--- src/rtl/pixel_write_arbiter.sv ---
// Round-robin arbiter with bounded burst retention between the host command port (req 0)
// and the fill/blit engine (req 1), feeding the SRAM pending-write queue through a one-entry output register.
module pixel_write_arbiter #(
    parameter int unsigned ADDR_W    = 17,
    parameter int unsigned DATA_W    = 8,
    parameter int unsigned MAX_BURST = 4
) (
    input  logic                     clock,
    input  logic                     resetN,
    input  logic                     enable,
    input  logic [1:0]               reqValid,
    input  logic [ADDR_W+DATA_W-1:0] reqBus0,
    input  logic [ADDR_W+DATA_W-1:0] reqBus1,
    output logic [1:0]               reqReady,
    output logic [ADDR_W+DATA_W-1:0] pendingWriteQueueWriteBus,
    output logic                     pendingWriteQueueWriteRequest,
    input  logic                     pendingWriteQueueWriteFull,
    output logic                     idle
);

    localparam int unsigned WORD_W = ADDR_W + DATA_W;
    localparam int unsigned CNT_W  = $clog2(MAX_BURST + 1);
    localparam logic [CNT_W-1:0] BURST_MAX = CNT_W'(MAX_BURST);
    localparam logic [CNT_W-1:0] BURST_ONE = CNT_W'(1);

    typedef enum logic {
        GRANT_REQ0 = 1'b0,
        GRANT_REQ1 = 1'b1
    } grant_e;

    logic              outValid_q, outValid_d;
    logic [WORD_W-1:0] bus_q, bus_d;
    grant_e            lastGrant_q, lastGrant_d;
    logic [CNT_W-1:0]  burstCount_q, burstCount_d;

    logic   writeFire;
    logic   slotFree;
    logic   transfer;
    logic   lastValid;
    grant_e otherGrant;
    grant_e winner;

    always_ff @(posedge clock or negedge resetN) begin
        if (!resetN) begin
            outValid_q   <= 1'b0;
            bus_q        <= '0;
            lastGrant_q  <= GRANT_REQ1;
            burstCount_q <= '0;
        end else begin
            outValid_q   <= outValid_d;
            bus_q        <= bus_d;
            lastGrant_q  <= lastGrant_d;
            burstCount_q <= burstCount_d;
        end
    end

    always_comb begin
        writeFire  = outValid_q & ~pendingWriteQueueWriteFull;
        slotFree   = ~outValid_q | writeFire;
        otherGrant = (lastGrant_q == GRANT_REQ0) ? GRANT_REQ1 : GRANT_REQ0;
        lastValid  = (lastGrant_q == GRANT_REQ0) ? reqValid[0] : reqValid[1];

        // burstCount==0 means no streak is open, so contention hands over to the other side;
        // this is what makes req 0 win first out of reset.
        winner = lastGrant_q;
        unique case (reqValid)
            2'b01:   winner = GRANT_REQ0;
            2'b10:   winner = GRANT_REQ1;
            2'b11:   winner = (burstCount_q != '0 && burstCount_q < BURST_MAX) ? lastGrant_q : otherGrant;
            default: winner = lastGrant_q;
        endcase

        transfer = resetN & enable & slotFree & (|reqValid);
        reqReady = '0;
        if (transfer) begin
            reqReady = (winner == GRANT_REQ0) ? 2'b01 : 2'b10;
        end

        outValid_d   = outValid_q;
        bus_d        = bus_q;
        lastGrant_d  = lastGrant_q;
        burstCount_d = burstCount_q;
        if (transfer) begin
            outValid_d  = 1'b1;
            bus_d       = (winner == GRANT_REQ0) ? reqBus0 : reqBus1;
            lastGrant_d = winner;
            if (winner == lastGrant_q) begin
                burstCount_d = (burstCount_q >= BURST_MAX) ? BURST_MAX : burstCount_q + BURST_ONE;
            end else begin
                burstCount_d = BURST_ONE;
            end
        end else begin
            if (writeFire) begin
                outValid_d = 1'b0;
            end
            if (!lastValid) begin
                burstCount_d = '0;
            end
        end
    end

    assign pendingWriteQueueWriteBus     = bus_q;
    assign pendingWriteQueueWriteRequest = writeFire;
    assign idle                          = ~outValid_q & ~(|reqValid);

endmodule

--- config.mk ---
export PLATFORM = sky130hd
export DESIGN_NAME = pixel_write_arbiter
export DESIGN_NICKNAME = d
export VERILOG_FILES = /design/src/rtl/pixel_write_arbiter.sv
export SDC_FILE = /design/constraint.sdc
export NUM_CORES = 1
export LEC_CHECK = 0
export ABC_AREA = 1
export CORE_ASPECT_RATIO = 1.75
export CORE_MARGIN = 4
export CORE_UTILIZATION = 35
export CTS_CLUSTER_DIAMETER = 150
export DETAILED_ROUTE_END_ITERATION = 16
export MAX_ROUTING_LAYER = met4
export PLACE_DENSITY = 0.85
export SETUP_SLACK_MARGIN = 0.15
export SYNTH_ARGS = -nofsm -noshare
export SYNTH_HDL_FRONTEND = slang
export SYNTH_SLANG_ARGS = --single-unit
--- constraint.sdc ---
create_clock -name clock -period 1.35 [get_ports clock]
set_input_delay 0.27 -clock clock [delete_from_list [all_inputs] [get_ports clock]]
set_output_delay 0.27 -clock clock [all_outputs]
set_load 0.005 [all_outputs]
Yosys cells after proc, flatten, opt, wreduce, memory -nomap -nowiden --
Index checks and enable logic that the tools add are counted.
Word-level totals: input port bits 56, flip-flop bits (word level) 30, word-level logic and storage cells 38
Operators by class: order comparisons 2, reduce and logical (&&, ||, !) cells 4, bitwise logic cells 9, equal/unequal tests 5, mux-type cells 13, $add $sub $neg 1
Operators with widths (count):
- $mux W25 | 1
- $mux W3 | 4
- $and A1 B1 Y1 | 5
- $mux W1 | 5
- $eq A2 B2 Y1 const B | 2
- $mux W2 | 2
- $add A3 B1 Y3 const B | 1
- $ge A3 B3 Y1 const B | 1
- $lt A3 B3 Y1 const B | 1
- $not A1 Y1 | 3
- $pmux W1 S3 | 1
- $reduce_bool A3 Y1 | 1
- $eq A2 B1 Y1 const B | 1
- $ne A2 B2 Y1 const B | 1
- $reduce_bool A2 Y1 | 1
- $reduce_or A2 Y1 | 1
- $eq A1 B1 Y1 | 1
- $logic_and A1 B1 Y1 | 1
- $or A1 B1 Y1 | 1

Longest topological paths before layout --
Gate-level depths: netlist (run 1).
depth in word-level cells 7, gate-level depth with buffers 10, depth with buffers taken out 10

Worst setup path after synthesis (run 1) --
No wires, ideal clock.
path kind flip-flop to output port, start reg burstCount_q[0], end out reqReady[1], path buffers 1, required time 1.080 ns, arrival time 1.233 ns, path slack -0.153 ns, stages on the path, launching flop included 9, path through dfrtp_1 -> inv_1 -> ha_1 -> nor2_2 -> nand2_1 -> nand3_1 -> nand2_2 -> buf_6 -> nor2_1
On the way: word-level cells in the longest chain between the ends 6, elaborated cells between the ends (all ways) 7, those cells by class order compare (1); mux (4); reduce/logical (2)
RTL lines:
- from (decl) | RTL line 34 | logic [CNT_W-1:0] burstCount_q, burstCount_d;
- from (signal assigned) | RTL line 53 | burstCount_q <= burstCount_d;
- $lt A3 B3 Y1 or $reduce_bool A3 Y1 (tied branches) | RTL line 69 | 2'b11: winner = (burstCount_q != '0 && burstCount_q < BURST_MAX) ? lastGrant_q : otherGrant;
- $logic_and A1 B1 Y1 * | RTL line 69
- $mux W1 * | RTL line 69
- $pmux W1 S3 * | RTL line 66 | unique case (reqValid)
- $mux W2 * | RTL line 76 | reqReady = (winner == GRANT_REQ0) ? 2'b01 : 2'b10;
- $mux W2 * | RTL line 75 | if (transfer) begin
- to (decl) | RTL line 14 | output logic [1:0] reqReady,
Every way passes the cells marked *; elsewhere a longest branch is shown, timed or not.

Final worst setup path (run 1) --
Same ends and word-level chain as after synthesis.

==> results of run 1 <==
==> cell families after synthesis <==
| family | Yosys count |
|---|---|
| buffers and inverters | 21 |
| AND/OR/NAND/NOR | 132 |
| flip-flops | 30 |
| adder cells (fa/ha/maj) | 2 |
| AO/OA/AOI/OAI | 4 |
==> layout by cell type, fill, tap and decap left out, types with 2 or more instances in the layout <==
| cell type | instances |
|---|---|
| dfrtp_1 | 29 |
| inv_2 | 5 |
| a21oi_2 | 2 |
| dlygate4sd2_1 | 5 |
| nor2_1 | 3 |
| buf_16 | 3 |
| buf_4 | 30 |
| buf_8 | 3 |
| nand2_4 | 4 |
| nand2_2 | 4 |
| clkdlybuf4s50_1 | 50 |
| inv_1 | 3 |
| nor2_2 | 2 |
| nand3_2 | 27 |
| buf_6 | 10 |
| buf_12 | 4 |
| nor2_4 | 4 |
| buf_2 | 3 |
| nand2_1 | 36 |
| clkbuf_2 | 2 |
| clkbuf_16 | 4 |
| clkdlybuf4s15_1 | 23 |
| clkbuf_8 | 6 |
| nand3_1 | 50 |
==> per-layer routing <==
| metal | part of all wire, % | wire length (um) |
|---|---|---|
| met5 | 0 | 0 |
| met4 | 3.5 | 234 |
| met3 | 4.7 | 313 |
| met2 | 56 | 3770 |
| met1 | 36 | 2410 |
==> critical path: cells and delay by family (launching register included) <==
family	cells	cell delay, ns
AOI/OAI and AO/OA	1	0.20
adders and majority gates	1	0.14
buffers and inverters	2	0.20
DFF	1	0.39
and+or+nand+nor	3	0.23
==> power by group through the flow <==
stage                     clock (mW)  combinational [mW]  sequential (mW)
final                          0.765                2.14             1.32
after global placement             0                1.49             1.31
after global routing           0.828                2.29             1.35
after floorplan                    0               0.646             1.33
after CTS                      0.780                1.80             1.30
after detailed placement           0                1.50             1.32
==> metrics by stage <==
stage               setup TNS (ns)  setup WS (ns)  total power [mW]
CTS                          -5.75         -0.339              3.88
finish                       -8.09         -0.372              4.23
detailed placement          -21.14         -0.706              2.82
floorplan                   -0.121        -0.0960              1.98
global route                -10.63         -0.437              4.46
global placement            -19.51         -0.669              2.80
==> what timing repair did <==
| action | in CTS | in global routing |
|---|---|---|
| hold endpoints to repair | 0 | 0 |
| setup buffers | 19 | 8 |
| endpoints found under the setup margin | 59 | 43 |
| resized for setup | 100 | 27 |
| cloned | 4 | 4 |
| pin swaps | 15 | 0 |
==> how the worst max path moves through the flow <==
stage / end / slack [ns] / depth (start not counted)
floorplan: reqReady[1] / -0.1 / 8
global placement: reqReady[1] / -0.67 / 6
detailed placement: pendingWriteQueueWriteBus[5] / -0.71 / 9
CTS: reqReady[0] / -0.34 / 9
global route: reqReady[1] / -0.44 / 7
finish: reqReady[1] / -0.37 / 7
==> synth_stat cells <==
master / count
nand3_1: 77
nand2_2: 3
a21oi_1: 1
nand4_1: 1
dfstp_2: 1
o21bai_1: 1
nand2_1: 40
buf_2: 2
nor2_2: 2
buf_6: 4
o21ai_0: 1
nand2_4: 1
nor2_1: 7
inv_2: 1
a21oi_2: 1
clkbuf_1: 2
inv_1: 7
clkinv_2: 1
dfrtp_1: 29
buf_4: 4
nand4_4: 1
ha_1: 2
==> registers in the layout, summed over array words and instances (netlist names) <==
signal                     count
pendingWriteQueueWriteBus     25
burstCount_q                   3
lastGrant_q                    1
outValid_q                     1
==> layout make-up <==
cell class	instances	area, um^2
inverters	9	46.3
clock buffers	7	86.3
repair buffers	138	1480
clock inverters	1	5.00
multi-input cells	138	890
flip-flops and latches	30	752
well taps	49	61.3
fillers	257	910
==> impl_metrics.toml, run 1 <==
[synth]
yosys.area_share.simple_pct = 40.4
synth.area.top_cells = "dfrtp_1, nand3_1, nand2_1"
synth_top_family_by_area = "simple AND/OR/NAND/NOR gates"
syn-num-nets = 247
ys_types = 22
yosysWarnings = 0
synth_fa_ha_area_share_pct = 1.60
yosys.area.top_type_share_pct = 46.4
avgSynthCellArea_um2 = 8.27
yosys.area_share.xor_xnor_pct = 0
syn_inst = 189
synth-compound-area-share_pct = 1.68
yosys.area.top_type = "dfrtp_1"
synth_seq_cells = 30
muxShareOfSynthArea_pct = 0
synth-seq-area-share_pct = 48.1
syn-cell-area_um2 = 1560

[worst_setup_path]
rr_worst_depth = 12
start_kind = "flop"
worstSetupStartpoint = "burstCount_q[0]"
worstSetupPathType = "flop to primary output"
worstSetupEndpointType = "primary output"
worst_ep_arrival_time_ns = 1.45
rr_endpoint = "pendingWriteQueueWriteBus[15]"
crit_path_cell_trace = "inv_2 -> ha_4 -> nor2_4 -> a21oi_2 -> nand2_4 -> nor2_4 -> buf_6"
max_stage_delay_ns = 0.39
path_max_fanout = 3
worst_path_most_repeated_cell = "nor2_4"
regToRegStartpoint = "burstCount_q[0]"
cp_data_required_time_ns = 1.08
reg2reg_slack_ns = -0.30
crit_path_top_delay_cell = "dfrtp_1"

[clock_tree]
htreeDepth = 2
tritoncts = "done"
cts-root-buf = "clkbuf_8"
clkTransAtPathRegs_ns = 0.07
cts_buffer_depth = 2
cts.sinks = 30
cts_buffers = 5
clock_latency_ns = 0.28
holdBufCountCts = 0

[sta]
worst_pin_slew_ns = 0.392
slew_headroom_pct = 73.9
slew_violations = 0
worst_slack_ns = -0.372
holdWs_ns = 0.259
fin_crit_sh_pct = 128
finClkSkew_ns = 0.00760
hold_viol = 0
period_minus_slack_ns = 1.72
setup_viol = 34
rsz0062_at_grt = "true"
max_freq_mhz = 581

[layout]
syn_to_final_growth_pct = 112
drive_gt1_share_pct = 36.8
num_antenna_cells = 0
fin_util_pct = 78.5
design_area_um2 = 3320
instances_no_fill = 372
nets = 380

[grt]
gr-total-overflow = 0
grt_use_total_pct = 22.8
global_route.usage.met3_pct = 4.26
globalRoute.busiestLayer = "met2"
grt_pass1_vias = 2023
use_met1_pct = 23.9
grt_start_max_net_pins = 31
grt_pass1_wl_um = 9440
use_met2_pct = 41.6
antenna_found_initial = 0

[power]
power.density_nw_per_um2 = 1270
combPwrFrac_pct = 50.6
pwr-share-clk_pct = 18.1
power.internal_mw = 2.82
peakVddDrop_v = 0.00111
seqPwrFrac_pct = 31.3
p_sw_share_pct = 33.4
leakage_nw = 1.53
p_switching_mw = 1.41

[job]
drv_cap = 0

[routing]
via_per_inst = 5.34
routed_wl_um = 6730
drc = 0
ant_nets = 0
drtIter0Drc = 73
dr.pass1.iters = 5
wl_per_cell_um = 18.1
num_vias = 1988

[min_path]
hold_path_class = "input port to async pin"

[status]
violations = "setup timing"
status = "complete, but fails checks"

[placement]
routabilityCongestion = 0.774
portBuffers = 84
place_inst = 329
dpl_cell_area_um2 = 2650
detailed_place_hpwl_um = 3740

[floorplan]
die_w_um = 58.5
die-area_um2 = 5640
io_pins = 85
core_area_um2 = 4230
die_y_um = 96.4
initial_utilization_pct = 37.0
fp-row-count = 31
Note: power is estimated with default switching activity, not from simulation.
==> run 2: changes to the inputs <==
--- a/config.mk
+++ b/config.mk
@@ -6,6 +6,7 @@
 export NUM_CORES = 1
 export LEC_CHECK = 0
 export ABC_AREA = 1
+export ABC_CLOCK_PERIOD_IN_PS = 1350
 export CORE_ASPECT_RATIO = 1.75
 export CORE_MARGIN = 4
 export CORE_UTILIZATION = 35
==> results of run 2 <==
The final DEF is identical to that of run 1; final timing and power are the same.
==> run 3: changes to the inputs <==
--- a/config.mk
+++ b/config.mk
@@ -14,7 +14,6 @@
 export DETAILED_ROUTE_END_ITERATION = 16
 export MAX_ROUTING_LAYER = met4
 export PLACE_DENSITY = 0.85
-export SETUP_SLACK_MARGIN = 0.15
 export SYNTH_ARGS = -nofsm -noshare
 export SYNTH_HDL_FRONTEND = slang
 export SYNTH_SLANG_ARGS = --single-unit
==> impl_metrics.toml, run 3 (synthesized netlist as in run 1, its figures left out) <==
[routing]
num_vias = 1710
ant_nets = 0
drtIter0Drc = 79
dr.pass1.iters = 4
drc = 0
via_per_inst = 5.10
wl_per_cell_um = 14.8
routed_wl_um = 4950

[worst_setup_path]
path_max_fanout = 3
worstSetupEndpointType = "primary output"
worstSetupPathType = "flop to primary output"
worst_ep_arrival_time_ns = 1.49
cp_data_required_time_ns = 1.08
start_kind = "flop"

[grt]
gr-total-overflow = 0
grt_pass1_vias = 1677
grt_use_total_pct = 18.0
grt_pass1_wl_um = 7390
grt_start_max_net_pins = 31
antenna_found_initial = 0

[status]
status = "complete, but fails checks"
violations = "setup timing"

[placement]
portBuffers = 84
detailed_place_hpwl_um = 3560
routabilityCongestion = 0.777
dpl_cell_area_um2 = 2520
place_inst = 324

[sta]
finClkSkew_ns = 0.00548
fin_setup_tns_ns = -7.78
setup_viol = 30
hold_viol = 0
slew_violations = 0
worst_pin_slew_ns = 0.383
fin_crit_sh_pct = 131
max_freq_mhz = 567
slew_headroom_pct = 74.5
worst_slack_ns = -0.413
rsz0062_at_grt = "true"
period_minus_slack_ns = 1.76

[layout]
design_area_um2 = 2630
syn_to_final_growth_pct = 68.0
fin_util_pct = 62.1
final_cell_mix = "nand3_1, clkdlybuf4s50_1, nand2_1"
nets = 343
drive_gt1_share_pct = 17.5
fillers = 368
largest_reg_flops = 25
final_common_cell = "nand3_1"
num_antenna_cells = 0
instances_no_fill = 335

[power]
power.density_nw_per_um2 = 1280
leakage_nw = 1.26
total_power_mw = 3.36
peakVddDrop_v = 0.000764

[clock_tree]
cts_buffers = 5
tritoncts = "done"
cts_buffer_depth = 2
htreeDepth = 2
clkTransAtPathRegs_ns = 0.06
cts-root-buf = "clkbuf_8"
cts.sinks = 30
clock_latency_ns = 0.28

[floorplan]
die-area_um2 = 5640
fp-row-count = 31
die_w_um = 58.5
io_pins = 85
die_y_um = 96.4
core_area_um2 = 4230
initial_utilization_pct = 37.0

[min_path]
hold_path_class = "flop to flop"

[job]
drv_cap = 0
[run 3: cell types whose count changed in the layout (fill, tap and decap cells not counted), moves of 3 or more]
cell	delta
nand3_1	+25
clkbuf_16	-4
nand3_2	-25
clkdlybuf4s15_1	-23
buf_8	-3
dlygate4sd2_1	+22
buf_6	-9
clkdlybuf4s50_1	+3
buf_16	-3
buf_4	-15
[run 3: area by class of cell]
class	count	area, um^2	area share (%)
Sequential cell	30	752	28.6
Timing Repair Buffer	101	946	36.0
Inverter	9	35.0	1.33
Tap cell	49	61.3	2.34
Multi-Input combinational cell	138	741	28.2
Clock buffer	8	90.1	3.43
[run 3: path summary, 6_finish.rpt]
kind | start | end | slack [ns] | cells after the start
max | burstCount_q[0] | reqReady[0] | -0.41 | 9
min | pendingWriteQueueWriteBus[14] | pendingWriteQueueWriteBus[14] | 0.49 | 2
min reg2reg | pendingWriteQueueWriteBus[14] | pendingWriteQueueWriteBus[14] | 0.49 | 2
min in group asynchronous | resetN | pendingWriteQueueWriteBus[8] | 0.50 | 2
max reg2reg | burstCount_q[0] | pendingWriteQueueWriteBus[20] | -0.29 | 10
max in group asynchronous | resetN | lastGrant_q | 0.54 | 2
[run 3: worst max-delay path, stage by stage, from the launching register on]
cell and delay (ns):
dfrtp_1 0.37, inv_2 0.06, ha_4 0.16, nor2_4 0.14
nand2_2 0.10, nand2_2 0.09, nand2_2 0.07, nand2_4 0.07
nor2_4 0.03, buf_2 0.12
[run 3: power breakdown]
group | total (mW) | internal (mW) | switching, mW
registers | 1.30 | 1.16 | 0.138
clock network | 0.732 | 0.415 | 0.317
logic | 1.33 | 0.687 | 0.639
total | 3.36 | 2.26 | 1.09
[run 3: per-layer routing]
layer | part of all wire, % | track usage [%] | wire length (um) | up-vias
li1 | - | - | - | 830
met1 | 37 | 18.5 | 1840 | 808
met2 | 54 | 31.5 | 2680 | 60
met3 | 5.5 | 3.46 | 271 | 12
met4 | 3.2 | 10.1 | 159 | 0
met5 | 0 | - | 0 | -
[run 3: repair_timing]
action,in CTS,in global routing
hold buffers,0,0
gates resized for setup,51,6
setup endpoints to repair,57,32
setup buffers,4,2
pin swaps,5,4
[run 3: per-stage QoR]
stage	worst slack, ns	hold slack [ns]
3_5_place_dp	-0.692	0.481
5_1_grt	-0.501	0.514
3_3_place_gp	-0.645	0.480
4_1_cts	-0.372	0.495
6_report	-0.413	0.491
2_1_floorplan	-0.0962	-0.0256
==> patch 1 (settings of run 1) <==
Set the parameter `ADDR_W` to 34 (it was 17).
--- a/src/rtl/pixel_write_arbiter.sv
+++ b/src/rtl/pixel_write_arbiter.sv
@@ -1,7 +1,7 @@
 // Round-robin arbiter with bounded burst retention between the host command port (req 0)
 // and the fill/blit engine (req 1), feeding the SRAM pending-write queue through a one-entry output register.
 module pixel_write_arbiter #(
-    parameter int unsigned ADDR_W    = 17,
+    parameter int unsigned ADDR_W    = 34,
     parameter int unsigned DATA_W    = 8,
     parameter int unsigned MAX_BURST = 4
 ) (
Ports: changed (resized pendingWriteQueueWriteBus, reqBus0 and reqBus1); port bits go from 85 to 136. The function was not compared with the original's and may differ.
==> patch 1 against run 1 <==
- the flow still finishes with violations (negative setup slack)
- highest routed layer unchanged
- wire length grew 60%
- register-to-register slack lost 0.11 ns
- critical endpoint unchanged
- count of clock-buffer cells in the layout is the same
- synthesized cell count grew 50%
- combinational power grew 51%
- critical path depth is the same
- non-clock buffer count grew 45
- sequential cell count grew 17
- worst setup slack lost 0.13 ns
- design area grew 52%
- clock skew shrank 0.0015 ns
- area after synthesis grew 57%
- total power grew 57%
- utilization shrank 4.9 points
==> patch 1: results (changes against run 1) <==
outcome=finished with violations (unchanged); failing checks=negative setup slack (unchanged); drt wl/cell=20.1 um (was 18.1 um); TNS Setup=-15.80 ns (was -8.09 ns); number of H-tree levels=2 (unchanged); Clk network pwr share=19.9% (was 18.1%); Vias=2905 (was 1988); post-CTS setup buffers=16 (was 19); fin worst setup slack=-0.505 ns (was -0.372 ns); Clock Pin Slew Worst Setup and Hold Paths=0.07 ns (about the same); GR Util met2=45.8% (was 41.6%); met1 Use GR=24.2% (was 23.9%); dpl hpwl=5.86 mm (was 3.74 mm); first-pass GRT wire length=15.9 mm (was 9.44 mm); synth cell count leaders=nand3_1, nand2_1, dfrtp_1 (unchanged); Synth Area in Adders=1.02% (was 1.60%); Root Driver=clkbuf_16 (was clkbuf_8); TritonRoute pass-1 iters=4 (was 5); RePlAce Congestion=0.862 (was 0.774); share of the yosys chip area belonging to registers=47.9% (was 48.1%); # setup viols final=49 (was 34); # diodes=0 (unchanged); cell count after placement=498 (was 329); largest cells by area after synthesis=dfrtp_1, nand3_1, nand2_1, nand3_2, buf_2 (was dfrtp_1, nand3_1, nand2_1, buf_6, buf_4); count of cell types in the netlist=22 (unchanged); critical path arrival=1.59 ns (was 1.45 ns); Max-Slew Margin vs Limit=59.9% (was 73.9%); input/output buffers=135 (was 84); Detailed Route Iter0 Violations=132 (was 73); share of layout cells above drive strength 1=37.5% (was 36.8%); Clock Path Buffers=2 (unchanged); Cells after Synth=284 (was 189); Seq group=2.09 mW (was 1.32 mW); Max Fanout on Critical Path=3 (unchanged); P_leak=2.31 nW (was 1.53 nW); met3 Usage GRT=4.90% (was 4.26%); FFs w/ async S/R, synth=100% (unchanged); vias in the first global route=3215 (was 2023); pin count of the biggest net entering global routing=48 (was 31); Finished Layout Cells=537 (was 372); Synth Area in Compound Gates=0.916% (was 1.68%); Top Family by Delay on Critical Path=flip-flops (unchanged); Layout Skew=0.00610 ns (was 0.00760 ns); total track usage=25.3% (was 22.8%); Worst IR Drop VDD=1.06 mV (was 1.11 mV); max reg flops=42 (was 25); Synthesized Nets=376 (was 247); cells resized by post-CTS repair=207 (was 100); Sw Share=33.5% (was 33.4%); mux contribution to synthesized area=0% (unchanged)
[patch 1: cell types whose count changed after synthesis, moves of 2 or more]
cell     before  now
nand3_1      77  110
dfrtp_1      29   46
buf_2         2   13
inv_2         1    3
buf_4         4    1
buf_12        0    2
nand2_1      40   58
nand3_2       0   18
[patch 1: final timing paths]
path / from / end / slack (ns) / cells past startpoint
min reg2reg: pendingWriteQueueWriteBus[20] / pendingWriteQueueWriteBus[20] / 0.50 / 2
max: burstCount_q[0] / reqReady[1] / -0.51 / 7
min: resetN / pendingWriteQueueWriteBus[36] / 0.14 / 2
max reg2reg: burstCount_q[0] / pendingWriteQueueWriteBus[41] / -0.41 / 13
max in group asynchronous: resetN / pendingWriteQueueWriteBus[12] / 0.80 / 2
min in group clock: resetN / lastGrant_q / 0.48 / 4
[patch 1: through the flow]
stage / utilization, % / instance area (um2) / power (mW) / worst slack (ns) / hold WS (ns)
floorplan: - / 2560 / 3.05 / -0.0685 / -0.0256
global placement: 58.0 / 3980 / 4.33 / -0.647 / 0.463
detailed placement: 58.0 / 3980 / 4.41 / -0.727 / 0.465
CTS: 72.1 / 4940 / 6.54 / -0.392 / 0.157
global route: 73.6 / 5050 / 6.96 / -0.545 / 0.192
finish: 73.6 / 5050 / 6.65 / -0.505 / 0.143
[patch 1: layer usage]
| layer | vias up | share of wire, % |
|---|---|---|
| met3 | 32 | 5.5 |
| met2 | 144 | 58 |
| li1 | 1311 | - |
| met4 | 0 | 3.8 |
| met1 | 1418 | 33 |
| met5 | - | 0 |
[patch 1: layout make-up]
cell class	count	area, um2
multi-input combinational	206	1520
clock inverter	1	7.51
fill	469	1810
sequential	47	1180
inverter	9	50.0
tap	84	105
clock buffer	7	153
timing repair buffer	183	2030
==> patch 2 (config.mk and constraints of run 1) <==
Without the edit above. Make the reset (`resetN`) synchronous in one clocked block.
--- a/src/rtl/pixel_write_arbiter.sv
+++ b/src/rtl/pixel_write_arbiter.sv
@@ -40,7 +40,7 @@
     grant_e otherGrant;
     grant_e winner;
 
-    always_ff @(posedge clock or negedge resetN) begin
+    always_ff @(posedge clock) begin
         if (!resetN) begin
             outValid_q   <= 1'b0;
             bus_q        <= '0;
Check against the original RTL: differs if resetN is asserted again (counterexample within 4 cycles, from zero or initial values and one cycle with resetN low); with resetN held inactive, the same outputs for 10 cycles.
==> patch 2 against run 1 <==
- the flow still finishes with violations (negative setup slack)
- sequential cell count is the same
- critical path type unchanged
- design area shrank 4.9%
- worst setup slack gained 0.0022 ns
- utilization shrank 7.5 points
- area after synthesis grew 3.2%
- wire length grew 7.0%
Power is not compared: it rests on default switching activity, and its combinational part moved more than twofold at a synthesized area within 25%.
==> patch 2: results (changes against run 1) <==
dpl hpwl=3.91 mm (was 3.74 mm); seq_cells=30 (unchanged); synth cell count leaders=nand2_1, nand3_1, inv_1 (was nand3_1, nand2_1, dfrtp_1); Post-DP Area=0.00266 mm2 (was 0.00265 mm2); Max-Slew Margin vs Limit=78.8% (was 73.9%); drt via density=5.38 (was 5.34); TritonRoute pass-1 iters=4 (was 5); WHS=0.549 ns (was 0.259 ns); share of layout cells above drive strength 1=25.4% (was 36.8%); Synth Area in Adders=1.55% (was 1.60%); switching pwr=0.730 mW; Final Hold Viols=0 (unchanged); TNS Setup=-8.59 ns (was -8.09 ns); Cells after Synth=242 (was 189); Max Fanout on Critical Path=2 (was 3); met3 routed wirelength=372 um (was 313 um); fin worst setup slack=-0.370 ns (was -0.372 ns); pin count of the biggest net entering global routing=28 (was 31); FFs w/ async S/R, synth=0% (was 100%); CP Capture Point=reqReady[0] (was reqReady[1]); worst hold endpoint=pendingWriteQueueWriteBus[9]; Layout non-clock buf frac=42.7% (was 44.5%); total track usage=22.9% (was 22.8%); largest cells by area after synthesis=dfxtp_1, nand3_1, nand2_1, nand4_1, inv_1 (was dfrtp_1, nand3_1, nand2_1, buf_6, buf_4); Slowest cell on crit path=dfxtp_2 (was dfrtp_1); Place WS=-0.780 ns (was -0.706 ns); Synth Area in XOR/XNOR=0% (unchanged); Vias=2200 (was 1988); Levels on crit path=8 (was 7); crit path from=burstCount_q[0] (unchanged); # nets final=416 (was 380); Synth Area in Compound Gates=4.19% (was 1.68%); RePlAce Congestion=0.820 (was 0.774); Layout Skew=0.00523 ns (was 0.00760 ns); sequential share of cell area=19.2% (was 22.7%); M1 WL=2.43 mm (was 2.41 mm); GR Util met2=40.9% (was 41.6%); Synthesized Nets=300 (was 247); vias in the first global route=2135 (was 2023); Fillers=319 (was 257); Worst Hold Class=reg2reg (was in2async); CORE AREA=0.00444 mm2 (was 0.00423 mm2); crit-path max cell delay=0.33 ns (was 0.39 ns); P&R area growth vs syn=95.7% (was 112%); cell count after placement=379 (was 329); failing checks=negative setup slack (unchanged); multi-input logic area=928 um2 (was 890 um2); Multi-In Gates=160 (was 138); outcome=finished with violations (unchanged); dominant synthesized flop cell=dfxtp_1 (was dfrtp_1); met2 wire len=4.04 mm (was 3.77 mm); R2R Path End=pendingWriteQueueWriteBus[18] (was pendingWriteQueueWriteBus[15]); R2R cell count=13 (was 12); Detailed Route Iter0 Violations=131 (was 73); share of the yosys chip area belonging to registers=37.2% (was 48.1%); # setup viols final=30 (was 34); Clock buf/inv share=2.42% (was 2.75%)
patch 2: power by group through the flow:
stage	clock (mW)	combinational [mW]	sequential, mW
after floorplan	0	0.279	0.985
after global placement	0	0.620	0.979
after detailed placement	0	0.633	0.979
after CTS	0.694	0.740	0.960
after global routing	0.738	0.923	0.967
final	0.670	0.876	0.963
patch 2: cells by family (layout without fill, tap and decap cells):
kind of cell	Yosys count	count (layout)
and+or+nand+nor	148	148
buffers and inverters	52	168
DFF	30	30
AOI/OAI and AO/OA	10	10
adders and majority gates	2	2
patch 2: timing repair:
action,CTS,global route
cloned,4,3
resized for setup,75,26
hold endpoints to repair,0,0
endpoints found under the setup margin,58,33
pin swaps,9,31
buffers inserted,10,6
patch 2: worst min-delay path: stages, from the launching register on:
cell	delay (ns)
dfxtp_1	0.32
nand2_1	0.05
nand3_1	0.06
nand2_1	0.05
inv_1	0.04
